**src/rtl/fetch_unit.sv**
```systemverilog
// fetch_unit
// Instruction fetch front end. It reads 16-bit instruction words from main
// memory and queues them, each with its byte address, in a 4-entry buffer.
// The control unit takes entries from the head of the buffer. A redirect
// (jump/skip) flushes the buffer and restarts fetch at a new address. A halt
// flushes the buffer and stops fetch until the next reset.
//
// Ports
//   clk           in   single clock; all state updates on posedge
//   reset         in   synchronous, active-high reset
//   mem_rd_en     out  main-memory read strobe
//   mem_addr      out  byte address of the read (always even)
//   mem_rdata     in   little-endian word, valid 1 cycle after mem_rd_en
//   instr         out  instruction at the buffer head
//   instr_pc      out  byte address of instr
//   instr_valid   out  instr / instr_pc are valid
//   instr_ready   in   control accepts the head entry
//   redirect      in   jump/skip taken, one-cycle pulse
//   redirect_addr in   new fetch byte address
//   halt          in   halt opcode executed
//   halted        out  fetch stopped
//   buf_count     out  buffer occupancy, 0..4
module fetch_unit #(
    parameter logic [15:0] RESET_PC  = 16'h0000,
    parameter int          BUF_DEPTH = 4
) (
    input  logic        clk,
    input  logic        reset,
    output logic        mem_rd_en,
    output logic [15:0] mem_addr,
    input  logic [15:0] mem_rdata,
    output logic [15:0] instr,
    output logic [15:0] instr_pc,
    output logic        instr_valid,
    input  logic        instr_ready,
    input  logic        redirect,
    input  logic [15:0] redirect_addr,
    input  logic        halt,
    output logic        halted,
    output logic [2:0]  buf_count
);

    localparam logic STATE_RUN    = 1'b0;
    localparam logic STATE_HALTED = 1'b1;

    logic        state;
    logic [15:0] fetch_pc;
    logic        rd_pending;
    logic [15:0] rd_addr;
    logic [15:0] buf_data [BUF_DEPTH];
    logic [15:0] buf_pc   [BUF_DEPTH];
    logic [1:0]  head;
    logic [1:0]  tail;
    logic [2:0]  count;
    logic        running;
    logic        flush;
    logic        push;
    logic        pop;
    logic        unused_redirect_lsb;

    assign unused_redirect_lsb = redirect_addr[0];

    assign running = (state == STATE_RUN);
    assign flush   = running && (redirect || halt);

    // rd_pending is the one read whose data is on mem_rdata this cycle. It is
    // counted against the buffer space, but a pop in the same cycle is not
    // counted as free space. This keeps the overflow check registered-only.
    assign mem_rd_en = !reset && running && !redirect && !halt &&
                       ((count + {2'b00, rd_pending}) < 3'(BUF_DEPTH));
    assign mem_addr  = reset ? RESET_PC : fetch_pc;

    assign push = rd_pending && running && !redirect && !halt;
    assign pop  = instr_valid && instr_ready;

    assign instr_valid = running && (count != 3'd0);
    assign instr       = instr_valid ? buf_data[head] : 16'h0000;
    assign instr_pc    = instr_valid ? buf_pc[head]   : 16'h0000;
    assign halted      = (state == STATE_HALTED);
    assign buf_count   = count;

    always_ff @(posedge clk) begin
        if (reset) begin
            state      <= STATE_RUN;
            fetch_pc   <= RESET_PC;
            rd_pending <= 1'b0;
            rd_addr    <= RESET_PC;
            head       <= 2'd0;
            tail       <= 2'd0;
            count      <= 3'd0;
        end else begin
            rd_pending <= mem_rd_en;
            if (mem_rd_en) begin
                rd_addr  <= fetch_pc;
                fetch_pc <= fetch_pc + 16'd2;
            end

            if (flush) begin
                // Dropping the pending read also drops the word that arrives
                // this cycle. No read is issued, so nothing else is in flight.
                head  <= 2'd0;
                tail  <= 2'd0;
                count <= 3'd0;
                if (halt) begin
                    state <= STATE_HALTED;
                end else begin
                    fetch_pc <= {redirect_addr[15:1], 1'b0};
                end
            end else if (running) begin
                if (push) begin
                    tail <= tail + 2'd1;
                end
                if (pop) begin
                    head <= head + 2'd1;
                end
                if (push && !pop) begin
                    count <= count + 3'd1;
                end else if (pop && !push) begin
                    count <= count - 3'd1;
                end
            end
        end
    end

    // The storage array has no reset. Entries are only visible when counted.
    always_ff @(posedge clk) begin
        if (!reset && push) begin
            buf_data[tail] <= mem_rdata;
            buf_pc[tail]   <= rd_addr;
        end
    end

endmodule

```
**config.mk**
```make
export PLATFORM = sky130hd
export DESIGN_NAME = fetch_unit
export DESIGN_NICKNAME = d
export VERILOG_FILES = /design/src/rtl/fetch_unit.sv
export SDC_FILE = /design/constraint.sdc
export NUM_CORES = 1
export LEC_CHECK = 0
export BUFFER_PORTS_ARGS = -buffer_cell sky130_fd_sc_hd__buf_4
export CORE_MARGIN = 2
export CORE_UTILIZATION = 47
export CTS_CLUSTER_DIAMETER = 150
export DETAILED_ROUTE_END_ITERATION = 10
export GPL_TIMING_DRIVEN = 0
export PLACE_DENSITY = 0.67
export SLEW_MARGIN = 20
export SYNTH_ARGS = -nofsm -noshare
export SYNTH_HDL_FRONTEND = slang
export SYNTH_SLANG_ARGS = --single-unit
```
**constraint.sdc**
```tcl
create_clock -name clk -period 8.4 [get_ports clk]
set_input_delay 2.52 -clock clk [delete_from_list [all_inputs] [get_ports clk]]
set_output_delay 2.52 -clock clk [all_outputs]
set_load 0.01 [all_outputs]
```
==> results.cfg <==
[clock_network]
htree_levels = 4
clkLatencyLatePin_ns = 0.42
post_cts_buffers = 0
cts_resized = 0
clock_path_buffers = 2
ctsRootBufferMaster = clkbuf_16
path_clk_slew_ns = 0.06
hold_buffers = 0
cts_buffers = 17
clock_sinks = 165
cts_tree = done

[global_routing]
grt_pass1_wl_um = 22300
grt.total_usage_pct = 18.6
grt_pass1_vias = 4332
grt_max_degree = 25
overflow = 0
antenna_found_initial = 0

[worst_setup_path]
path_cells = buf_4 -> nor3_4 -> clkbuf_1 -> nand2_1 -> nor2_1 -> buf_4
cp_slowest_stage_delay_ns = 0.41
path_max_fanout = 10
crit_path_start_kind = primary input
r2r_setup_slack_ns = 5.88
critical_path_class = primary input to output pin
end_kind = output pin
required_ns = 5.88
cpMostUsedCell = buf_4
cp.arrival_ns = 3.75
slowest_stage = clkbuf_1

[yosys]
synth-edff-count = 124
yosysWarningCount = 0
synthTopCellsByArea = edfxtp_1 54%, dfxtp_1 12%, mux4_2 10%
async_flop_share_pct = 0
yosys.area.top_type_share_pct = 54.4
synth_area_um2 = 6850
synthCells = 469
synth_top_cell_by_area = edfxtp_1
synthDistinctLibCells = 47
seq_area_frac_synth_pct = 66.4
syn_avg_cell_area_um2 = 14.6
synth_seq_cells = 165
ys.flop_type = edfxtp_1

[floorplan]
start_util_pct = 47.6
die-area_um2 = 15500
rows = 44
num_io_pins = 91
core-area_um2 = 14400
die_h_um = 125
chipWidth_um = 125

[route]
vias = 4223
wire_per_inst_um = 17.7
antenna_left = 0
drc_errors = 0
totalWireLength_um = 13700
viasPerCell = 5.45
drt_iter0_markers = 282
drt_pass1_iterations = 5

[placement]
gp_congestion = 0.825
dpl.hpwl_um = 9450
place_area_um2 = 7830
port_buffers = 85

[timing]
setup_violations = 0
clock_skew_ns = 0.00633
fin_crit_ns = 6.27
timing.fmax_mhz = 159
setup_tns_ns = 0
hold_violations = 0
rsz0062_at_grt = false
slew_headroom_pct = 45.1
fin_hold_ws_ns = 0.496
timing.final.max_slew_violations = 0
post-route-period-util_pct = 74.7
worst_pin_slew_ns = 0.822

[finish]
area_delta_synth_final_pct = 23.0
diodes = 0
fin_util_pct = 58.6
final_cell_area_um2 = 8420
fin_nets = 622
drive_gt1_share_pct = 28.4

[worst_hold_path]
hold_path.class = flip-flop to flip-flop

[power]
power_density_nw_per_um2 = 206
power_mw = 1.74
vdd_ir_drop_max_mv = 0.162
power_leakage_nw = 3.03

[flow_run]
maxCapViolCount = 0

[status]
status = completed
-- placed cells by master, fill, tap and decap left out, types with 5 or more instances in the layout --
cell,instances
nor2b_1,15
and2_1,32
xnor2_1,6
ha_1,6
nand2_1,11
a21oi_1,18
nand3_1,21
nand4_1,5
buf_4,87
nor2_1,31
o21ai_0,20
inv_1,9
a311oi_1,6
clkbuf_1,23
clkbuf_16,17
nor4_1,5
or4_1,6
mux4_2,31
buf_2,10
edfxtp_1,124
o31ai_1,6
clkinv_2,5
o31a_1,7
dfxtp_1,41
-- power breakdown --
group / internal [mW] / switching (mW)
clock network: 0.492 / 0.290
logic: 0.0299 / 0.0336
registers: 0.880 / 0.0106
total: 1.40 / 0.334
-- flip-flops by register name, indices dropped and copies added, names as in the netlist, named ones only --
register	cells
buf_data	64
rd_addr	15
buf_count	3
fetch_pc	15
head	2
rd_pending	1
halted	1
buf_pc	60
tail	2
-- synthesized netlist by cell type, types with 2 or more instances --
master    number
a21oi_1       18
a311oi_1       6
a31oi_1        2
and2_1        36
and3_1         3
buf_2         10
buf_4          2
clkbuf_1      20
dfxtp_1       41
edfxtp_1     124
ha_1           6
inv_1          9
mux4_2        31
nand2_1       11
nand3_1       21
nand4_1        5
nor2_1        31
nor2b_1       15
nor3_1         3
nor3b_1        2
nor4_1         5
o21ai_0       20
o31a_1         7
o31ai_1        6
or3_1          2
or4_1          6
xnor2_1        6
xor2_1         2
-- kinds of logic (layout without fill, tap and decap cells) --
group	count (synthesis)	after routing	synth area share, %
DFF	165	165	66.4
other	1	2	0.0548
buffers and inverters	42	163	2.60
adders and majority gates	7	7	1.39
and+or+nand+nor	147	147	11.9
muxes	32	32	10.4
AOI/OAI and AO/OA	67	67	6.21
xor gates and xnor gates	8	8	1.02
-- metal layers --
layer  vias to the layer above  share of wire, %  track usage [%]
li1                       2008                 -                -
met1                      2075                44             23.9
met2                       116                50             30.8
met3                        24               4.6             4.30
met4                         0               1.6             7.14
met5                         -                 0                0
-- path summary, 6_finish.rpt --
check	startpoint	to	cells after the start
max reg2reg	halted$_SDFFE_PP0P_	buf_count[2]$_SDFFE_PP0P_	11
max	redirect	mem_rd_en	6
min reg2reg	tail[1]$_SDFFE_PP0P_	tail[1]$_SDFFE_PP0P_	2
min	tail[1]$_SDFFE_PP0P_	tail[1]$_SDFFE_PP0P_	2
-- worst max-delay path: cells and delay by family --
family	cells	cell delay, ns
buffers and inverters	3	0.68
and+or+nand+nor	3	0.54
-- metrics by stage --
| step | setup slack [ns] | cells |
|---|---|---|
| floorplan | 2.46 | 470 |
| global placement | 2.14 | 739 |
| detailed placement | 2.10 | 743 |
| CTS | 2.11 | 775 |
| global route | 1.96 | 775 |
| finish | 2.13 | 775 |
-- area by class of cell --
class                           instances  area, µm²
Buffer                                 33        144
Clock buffer                           20        437
Clock inverter                         12        160
Fill cell                            1148       5950
Inverter                                9       33.8
Multi-Input combinational cell        263       2130
Sequential cell                       165       4540
Tap cell                              184        230
Timing Repair Buffer                   89        741
(Power assumes the default switching activity.)
